`src/rtl/hilo_acc.sv`:
```
// rtl/hilo_acc.sv - HI/LO result register pair with partial writes, clear and 2-cycle pipelined accumulate
//
// Holds the 2*DW-bit {HI,LO} multiply/divide result pair beside the execute stage.
// Write commands commit on the accepting edge. ACC_ADD/ACC_SUB latch the operand into
// stage 1 on the accepting edge and commit on the following edge.
//
// Optional feature macro: HILO_ACC_SAT_EN
//   defined   : accumulate is signed and saturating; o_sat is a sticky overflow flag
//   undefined : accumulate wraps modulo 2^(2*DW); o_sat is tied to 0
//
// Ports:
//   clk      in   clock, rising edge
//   rst      in   asynchronous active-low reset
//   i_ce     in   command valid
//   i_op     in   3-bit command (WR_BOTH, WR_HI, WR_LO, ACC_ADD, ACC_SUB, CLR, 6-7 no-op)
//   i_hi     in   HI operand / upper half of accumulate operand
//   i_lo     in   LO operand / lower half of accumulate operand
//   i_flush  in   discard pending accumulate, block acceptance this cycle
//   o_hi     out  committed HI
//   o_lo     out  committed LO
//   o_ready  out  command can be accepted this cycle
//   o_busy   out  accumulate pending in stage 1
//   o_sat    out  sticky saturation flag
module hilo_acc #(
    parameter int DW = 32
) (
    input  logic          clk,
    input  logic          rst,
    input  logic          i_ce,
    input  logic [2:0]    i_op,
    input  logic [DW-1:0] i_hi,
    input  logic [DW-1:0] i_lo,
    input  logic          i_flush,
    output logic [DW-1:0] o_hi,
    output logic [DW-1:0] o_lo,
    output logic          o_ready,
    output logic          o_busy,
    output logic          o_sat
);

    localparam int AW = 2 * DW;

    localparam logic [2:0] OP_WR_BOTH = 3'd0;
    localparam logic [2:0] OP_WR_HI   = 3'd1;
    localparam logic [2:0] OP_WR_LO   = 3'd2;
    localparam logic [2:0] OP_ACC_ADD = 3'd3;
    localparam logic [2:0] OP_ACC_SUB = 3'd4;
    localparam logic [2:0] OP_CLR     = 3'd5;

    // committed register pair
    logic [DW-1:0] hi_q, hi_d;
    logic [DW-1:0] lo_q, lo_d;

    // accumulate stage 1
    logic          pend_q, pend_d;
    logic          sub_q,  sub_d;
    logic [AW-1:0] opnd_q, opnd_d;

    logic          accept;
    logic          sat_clr;
    logic          sat_set;
    logic [AW-1:0] cur;
    logic [AW-1:0] raw;
    logic [AW-1:0] acc_res;

    assign accept = i_ce & ~pend_q & ~i_flush;
    assign cur    = {hi_q, lo_q};

    // The accumulate reads the committed pair at the commit edge, so a write accepted
    // just before the accumulate is already folded into cur.
    assign raw = sub_q ? (cur - opnd_q) : (cur + opnd_q);

`ifdef HILO_ACC_SAT_EN
    logic          ovf;
    logic [AW-1:0] clamp;
    logic          sat_q, sat_d;

    // Signed overflow: effective operand sign (inverted for subtract) matches the
    // accumulator sign, but the result sign differs from it.
    assign ovf     = (cur[AW-1] == (opnd_q[AW-1] ^ sub_q)) && (raw[AW-1] != cur[AW-1]);
    // Overflow direction follows the accumulator sign: negative clamps to the minimum.
    assign clamp   = cur[AW-1] ? {1'b1, {(AW-1){1'b0}}} : {1'b0, {(AW-1){1'b1}}};
    assign acc_res = ovf ? clamp : raw;
    assign sat_set = pend_q & ~i_flush & ovf;

    always_comb begin
        sat_d = sat_q;
        if (sat_clr) begin
            sat_d = 1'b0;
        end else if (sat_set) begin
            sat_d = 1'b1;
        end
    end

    always_ff @(posedge clk or negedge rst) begin
        if (!rst) begin
            sat_q <= 1'b0;
        end else begin
            sat_q <= sat_d;
        end
    end

    assign o_sat = sat_q;
`else
    assign acc_res = raw;
    assign sat_set = 1'b0;
    assign o_sat   = 1'b0;
`endif

    // next-state logic
    always_comb begin
        hi_d    = hi_q;
        lo_d    = lo_q;
        pend_d  = pend_q;
        sub_d   = sub_q;
        opnd_d  = opnd_q;
        sat_clr = 1'b0;

        if (pend_q) begin
            // Stage 1 always drains this edge; a flush only suppresses the commit.
            pend_d = 1'b0;
            if (!i_flush) begin
                {hi_d, lo_d} = acc_res;
            end
        end else if (accept) begin
            case (i_op)
                OP_WR_BOTH: begin
                    hi_d = i_hi;
                    lo_d = i_lo;
                end
                OP_WR_HI: begin
                    hi_d = i_hi;
                end
                OP_WR_LO: begin
                    lo_d = i_lo;
                end
                OP_ACC_ADD, OP_ACC_SUB: begin
                    pend_d = 1'b1;
                    sub_d  = (i_op == OP_ACC_SUB);
                    opnd_d = {i_hi, i_lo};
                end
                OP_CLR: begin
                    hi_d    = '0;
                    lo_d    = '0;
                    sat_clr = 1'b1;
                end
                default: begin
                    // reserved opcodes: no state change
                end
            endcase
        end
    end

    always_ff @(posedge clk or negedge rst) begin
        if (!rst) begin
            hi_q   <= '0;
            lo_q   <= '0;
            pend_q <= 1'b0;
            sub_q  <= 1'b0;
            opnd_q <= '0;
        end else begin
            hi_q   <= hi_d;
            lo_q   <= lo_d;
            pend_q <= pend_d;
            sub_q  <= sub_d;
            opnd_q <= opnd_d;
        end
    end

    assign o_hi    = hi_q;
    assign o_lo    = lo_q;
    assign o_ready = ~pend_q;
    assign o_busy  = pend_q;

endmodule

```
`config.mk`:
```
export PLATFORM = sky130hd
export DESIGN_NAME = hilo_acc
export DESIGN_NICKNAME = d
export VERILOG_FILES = /design/src/rtl/hilo_acc.sv
export SDC_FILE = /design/constraint.sdc
export NUM_CORES = 1
export LEC_CHECK = 0
export ABC_CLOCK_PERIOD_IN_PS = 6300
export BUFFER_PORTS_ARGS = -buffer_cell sky130_fd_sc_hd__clkbuf_2
export CORE_UTILIZATION = 34
export CTS_CLUSTER_SIZE = 14
export DETAILED_ROUTE_END_ITERATION = 10
export SLEW_MARGIN = 10
export SYNTH_ARGS = -nofsm -noshare
export SYNTH_HDL_FRONTEND = slang
export SYNTH_SLANG_ARGS = --single-unit
```
`constraint.sdc`:
```
create_clock -name clk -period 6.3 [get_ports clk]
set_input_delay 0.945 -clock clk [delete_from_list [all_inputs] [get_ports clk]]
set_output_delay 0.945 -clock clk [all_outputs]
set_load 0.02 [all_outputs]
```
==> results of run 1 <==
-- cell type report --
cell class | count | area share, %
clock inverters | 15 | 1.19
flip-flops and latches | 130 | 26.7
inverters | 38 | 1.17
clock buffers | 17 | 3.49
repair buffers | 148 | 6.38
multi-input cells | 1130 | 57.0
well taps | 396 | 4.07
-- power breakdown --
group	switching, mW	internal (mW)
Sequential	0.280	1.05
Combinational	2.00	1.26
Clock	0.449	0.554
-- state kept, by name, summed over array words and instances (netlist names) --
| signal | flops |
|---|---|
| opnd_q | 64 |
| o_lo | 32 |
| o_busy | 1 |
| sub_q | 1 |
| o_hi | 32 |
-- routing by layer --
layer / up-vias / routed length (um)
met1: 5058 / 16500
met3: 52 / 2220
li1: 5069 / -
met2: 350 / 16400
met5: - / 0
met4: 0 / 635
-- cell families after synthesis --
group / count (synthesis) / synth area share [%]
and+or+nand+nor: 539 / 23.2
AOI/OAI and AO/OA: 405 / 24.3
DFF: 130 / 30.8
xor gates and xnor gates: 115 / 9.59
buffers and inverters: 108 / 3.94
adders and majority gates: 65 / 7.76
muxes: 5 / 0.473
other: 1 / 0.0354
-- final timing paths --
path | start | endpoint | slack, ps | cells after the start
setup / recovery | opnd_q[10] | o_hi[30] | 1000 | 15
hold / removal | opnd_q[63] | opnd_q[63] | 490 | 2
setup reg to reg | opnd_q[10] | o_hi[30] | 1000 | 15
hold reg to reg | opnd_q[63] | opnd_q[63] | 490 | 2
max in group asynchronous | rst | sub_q | 4500 | 2
min in group asynchronous | rst | o_lo[14] | 500 | 1
-- per-stage QoR --
| stage | instances | power (mW) | area (um^2) |
|---|---|---|---|
| global route | 1874 | 6.01 | 12200 |
| detailed placement | 1842 | 4.55 | 11600 |
| finish | 1874 | 5.60 | 12200 |
| global placement | 1842 | 4.55 | 11600 |
| CTS | 1874 | 5.58 | 12200 |
| floorplan | 1368 | 3.65 | 10600 |
-- worst register-to-register path, delay by kind of cell, from the launching register on --
kind | cells | cell delay [ps]
and+or+nand+nor | 8 | 2820
AOI/OAI and AO/OA | 5 | 1380
DFF | 1 | 410
adders and majority gates | 1 | 390
xor gates and xnor gates | 1 | 180
-- cell usage after synthesis (all sizes together) (3+ instances only) --
library cell and count:
o21bai 17, nand3 22, or3 8, buf 10, a22oi 21, a21o 26
o2111ai 4, nor3 23, a31oi 29, clkbuf 60, and2 12, xnor2 92
o21a 9, xor2 23, or4 4, ha 64, nand3b 3, inv 38
a221oi 11, o31ai 7, nor4 14, and3 29, a21boi 3, o22ai 8
dfrtp 130, nand4 21, mux2i 5, nor2 146, nand2b 8, nand2 234
a41oi 4, o21ai 66, o211ai 3, a211oi 5, a21oi 166
==> results.py, run 1 <==
metrics = {
    "drt": {
        "first_pass_iters": 5,
        "avgViaCountPerCell": 5.62,
        "wl_per_cell_um": 19.1,
        "routed_wl_um": 35700,
        "antenna_left": 0,
        "drc": 0,
        "drt_iter0_drc": 808,
        "num_vias": 10500,
    },
    "outcome": {
        "status": "completed",
    },
    "place": {
        "port_buffers": 136,
        "routabilityCongestion": 0.937,
        "dp.final_hpwl_um": 26800,
        "pre_cts_slack_ps": 1070,
    },
    "timing": {
        "fin_setup_tns_ps": 0,
        "setup_viol": 0,
        "fin_crit_sh_pct": 84.1,
        "period_needed_ps": 5300,
        "clock.fmax_mhz": 189,
        "setup_ws_ps": 1000,
        "fin_skew_ps": 17.2,
        "final_max_slew_viol_count": 0,
        "whs_ps": 494,
        "hold_viol": 0,
        "maxSlewHeadroom_pct": 31.2,
        "rsz0062_at_grt": "false",
        "worstMarginPinSlew_ps": 1030,
    },
    "clock_tree": {
        "path_clk_slew_ps": 70,
        "clock_path_buffers": 2,
        "hold_buffers": 0,
        "cts_setup_buffers": 0,
        "clkLatencyLatePin_ps": 450,
        "clock_sinks": 130,
        "cts_htree_levels": 4,
        "ctsResizeCount": 0,
        "root_buffer": "clkbuf_16",
        "cts_tree": "done",
        "numCtsBuffers": 17,
    },
    "setup_path": {
        "path_class": "reg2reg",
        "cp.required_ps": 6630,
        "critPathBufInv": 0,
        "slowest_stage": "nor4_1",
        "crit_path_max_incr_delay_ps": 780,
        "path_cells": "nor4_1, nand4b_2, nor4_1, a21oi_1, xnor2_1, ha_1, and3_1, nand4_1, or4b_1, a21oi_1, nor2_1, a21o_1, o31ai_4, nand4_1, o311ai_0",
        "crit_family": "simple AND/OR/NAND/NOR gates",
        "crit_path_end_kind": "flop",
        "arrival_ps": 5630,
        "crit_path_max_fanout": 6,
        "critPathLaunchType": "flop",
    },
    "cells_and_area": {
        "final_layout_size_suffix_gt1_share_pct": 14.1,
        "nFillCells": 3201,
        "final_cell_mix": "234 x nand2_1, 166 x a21oi_1, 145 x nor2_1, 135 x clkbuf_2, 128 x dfrtp_1",
        "diodes": 0,
        "area.growth.synth_to_final_pct": 15.2,
        "final_util_pct": 39.8,
        "nets": 1601,
        "multi_input_area_mm2": 0.00694,
        "ff_latch_area_mm2": 0.00326,
        "final_common_cell": "nand2_1",
    },
    "die": {
        "fp.dieH_um": 178,
        "initial_core_util_pct": 34.6,
        "num_io_pins": 138,
        "die_area_mm2": 0.0318,
        "coreArea_mm2": 0.0306,
        "rows": 64,
        "die_w_um": 178,
    },
    "global_routing": {
        "grt.busiest_layer": "met2",
        "met1_usage_pct": 31.0,
        "first_global_vias": 10100,
        "gr-usage-met3_pct": 4.69,
        "grt_max_degree": 72,
        "grt_use_met2_pct": 36.2,
        "grt.overflow.total": 0,
        "antenna_found_initial": 0,
        "grt_pass1_wl_um": 55700,
        "grtUsageTotal_pct": 22.8,
    },
    "synthesis": {
        "syn_inst": 1368,
        "yosys_register_bits": 130,
        "postSynthAreaPerCell_um2": 7.73,
        "yosys-top-cells-area": "dfrtp_1 31%, nand2_1 8.3%, a21oi_1 7.9%",
        "synth-main-ff-cell": "dfrtp_1",
        "synth_top_cell_area_share_pct": 30.8,
        "synth.distinct_cells": 82,
        "synth_edf_count": 0,
        "synth_async_sr_flop_share_pct": 100,
        "yosys.area.top_type": "dfrtp_1",
        "synth_area_mm2": 0.0106,
        "ys_warn_count": 0,
        "ys_seq_area_share_pct": 30.8,
        "syn-num-nets": 1504,
    },
    "min_path": {
        "hp-class": "reg2reg",
    },
    "power": {
        "p_per_area_mw_per_mm2": 459,
        "power_leakage_nw": 5.50,
        "peakVddDrop_uv": 233,
    },
    "flow_run": {
        "maxCapViolCount": 0,
    },
}
No activity file was read; power rests on OpenSTA's default activity.
==> run 2, diff against run 1 <==
Settings changed: ABC_AREA set to 1, ABC_CLOCK_PERIOD_IN_PS 6300 to 5400.
Clock period 6.3 ns to 5.4 ns, I/O delays scaled along.
==> results.py, run 2 <==
metrics = {
    "outcome": {
        "status": "completed",
    },
    "setup_path": {
        "path_class": "reg2reg",
        "r2r_end": "o_hi[20]",
        "reg2reg_depth": 23,
        "crit_path_end_kind": "flop",
        "cp.required_ps": 5780,
        "crit_path_max_fanout": 5,
        "slowest_stage": "xor2_1",
        "crit_path_max_incr_delay_ps": 450,
        "r2r_slack_ps": 1040,
        "path_cells": "inv_1, ha_1, nand3_1, inv_2, nand2_4, nor2_8, nand3_1, nand2_1, o21ai_2, a21oi_2, o21ai_1, xor2_1, ha_1, nand2_1, inv_1, nand2_1, nor3_1, nand2_1, a21oi_1, nor2_1, nand3_1, nand3_1, a21oi_1",
        "arrival_ps": 4740,
        "crit_path_start": "opnd_q[0]",
        "r2r-start": "opnd_q[0]",
        "critPathLaunchType": "flop",
    },
    "synthesis": {
        "ys_warn_count": 0,
        "yosys.area.top_type": "dfrtp_1",
        "yosysMostFrequentCell": "nand2_1",
        "yosys-top-cells-area": "dfrtp_1 25%, nand2_1 24%, inv_1 11%",
        "synth_top_cell_area_share_pct": 24.7,
        "ys_seq_area_share_pct": 24.7,
        "ys_top_cells_by_count": "844 x nand2_1, 382 x inv_1, 240 x nor2_1, 171 x a21oi_1, 130 x dfrtp_1",
        "syn-num-nets": 2417,
        "yosys_register_bits": 130,
        "postSynthAreaPerCell_um2": 5.78,
        "syn_inst": 2281,
        "synth-main-ff-cell": "dfrtp_1",
        "synth.distinct_cells": 47,
        "synth_area_mm2": 0.0132,
        "synth_async_sr_flop_share_pct": 100,
        "synth_edf_count": 0,
    },
    "power": {
        "total_power_mw": 7.91,
        "clockPowerShare_pct": 15.5,
        "intPower_mw": 3.47,
        "power_leakage_nw": 8.36,
        "p_per_area_mw_per_mm2": 528,
        "p_switching_mw": 4.44,
        "peakVddDrop_uv": 244,
        "pwr-share-seq_pct": 18.9,
        "switching_share_pct": 56.1,
        "combPwrFrac_pct": 65.6,
    },
    "drt": {
        "num_vias": 14700,
        "first_pass_iters": 6,
        "drc": 0,
        "drt_iter0_drc": 1580,
        "antenna_left": 0,
        "wl_per_cell_um": 19.3,
        "routed_wl_um": 56500,
        "avgViaCountPerCell": 5.02,
    },
    "global_routing": {
        "gr-usage-met3_pct": 4.75,
        "met1_usage_pct": 42.7,
        "antenna_found_initial": 1,
        "grt_max_degree": 91,
        "grt.overflow.total": 0,
        "grt.busiest_layer": "met2",
        "grt_pass1_wl_um": 84300,
        "grtUsageTotal_pct": 29.2,
        "first_global_vias": 13800,
        "grt_use_met2_pct": 43.6,
    },
    "timing": {
        "period_needed_ps": 4360,
        "rsz0062_at_grt": "false",
        "hold_viol": 0,
        "setup_viol": 0,
        "final_max_slew_viol_count": 0,
        "worstMarginPinSlew_ps": 1000,
        "fin_setup_tns_ps": 0,
        "maxSlewHeadroom_pct": 33.0,
        "fin_skew_ps": 12.0,
        "fin_crit_sh_pct": 80.7,
        "clock.fmax_mhz": 229,
    },
    "die": {
        "rows": 71,
        "num_io_pins": 138,
        "die_w_um": 199,
        "coreArea_mm2": 0.0379,
        "fp.dieH_um": 199,
        "initial_core_util_pct": 34.7,
        "die_area_mm2": 0.0396,
    },
    "clock_tree": {
        "path_clk_slew_ps": 70,
        "clkLatencyLatePin_ps": 450,
        "root_buffer": "clkbuf_16",
        "ctsResizeCount": 0,
        "clock_path_buffers": 2,
        "numCtsBuffers": 17,
        "cts_tree": "done",
        "hold_buffers": 0,
        "cts_setup_buffers": 0,
        "clock_sinks": 130,
        "cts_htree_levels": 4,
    },
    "place": {
        "dp.final_hpwl_um": 46100,
        "dpl-instance-area_mm2": 0.0144,
        "port_buffers": 136,
        "routabilityCongestion": 1.02,
    },
    "cells_and_area": {
        "largest_register": "opnd_q",
        "final_cell_mix": "844 x nand2_1, 382 x inv_1, 240 x nor2_1, 171 x a21oi_1, 135 x clkbuf_2",
        "final_common_cell": "nand2_1",
        "area.growth.synth_to_final_pct": 13.7,
        "diodes": 0,
        "final_area_mm2": 0.0150,
        "final_layout_size_suffix_gt1_share_pct": 9.08,
        "nets": 2536,
        "largest_register_ffs": 64,
    },
    "min_path": {
        "hp-class": "in2async",
    },
    "flow_run": {
        "maxCapViolCount": 0,
    },
}
==> run 2: cell types whose count changed in the layout (fill, tap and decap cells not counted), sizes merged, moves of 11 or more <==
cell,delta
nor2,+108
o21ai,+32
a21o,-25
a22oi,-20
a221oi,-11
xor2,+39
a31oi,-28
and3,-28
inv,+343
nand2,+615
and2,-11
nand3,+94
xnor2,-77
==> run 2: worst max path at each step <==
stage,end,cells after the start
final,o_hi[20],23
after global routing,o_hi[31],24
after CTS,o_hi[20],23
after detailed placement,o_hi[20],23
after global placement,o_hi[20],23
after floorplan,o_hi[25],23
==> run 2: cells by family (layout without fill, tap and decap cells) <==
kind of cell | count (synthesis) | in the layout | share of synthesized area, %
xor gates and xnor gates | 77 | 77 | 5.12
AOI/OAI and AO/OA | 291 | 291 | 11.7
and+or+nand+nor | 1281 | 1281 | 39.6
DFF | 130 | 130 | 24.7
adders and majority gates | 65 | 65 | 6.23
buffers and inverters | 436 | 568 | 12.6
other | 1 | 1 | 0.0285
==> run 2: stage by stage <==
step	std cells	utilization (%)	hold WS, ps	setup slack [ps]
4_1_cts	2924	39.5	511	1030
3_5_place_dp	2892	37.9	507	1030
5_1_grt	2924	39.5	529	731
2_1_floorplan	2281	-	468	2240
6_report	2924	39.5	450	1040
3_3_place_gp	2892	37.9	489	1060
==> run 2: worst max-delay path: cells and delay by family, from the launching register on <==
kind,cells,cell delay [ps]
and+or+nand+nor,12,1730
AOI/OAI and AO/OA,5,800
adders and majority gates,2,500
xor gates and xnor gates,1,450
buffers and inverters,3,400
DFF,1,390
==> run 2: routing by layer <==
| layer | routed length [um] | vias to the layer above |
|---|---|---|
| met5 | 10 | - |
| li1 | - | 7289 |
| met4 | 1460 | 2 |
| met2 | 23900 | 507 |
| met3 | 4080 | 74 |
| met1 | 27000 | 6798 |
==> run 2: power groups by stage <==
stage | sequential, mW | clock [mW] | combinational, mW
floorplan | 1.54 | 0 | 3.40
CTS | 1.49 | 1.24 | 5.10
detailed placement | 1.51 | 0 | 5.07
finish | 1.50 | 1.23 | 5.19
global route | 1.52 | 1.27 | 5.78
global placement | 1.50 | 0 | 5.06
==> run 2: cell type report <==
cell class | instances | area, um^2
Clock inverter | 13 | 133
Fill cell | 4272 | 23000
Timing Repair Buffer | 147 | 769
Tap cell | 511 | 639
Clock buffer | 19 | 453
Sequential cell | 130 | 3250
Inverter | 389 | 1460
Multi-Input combinational cell | 1715 | 8270
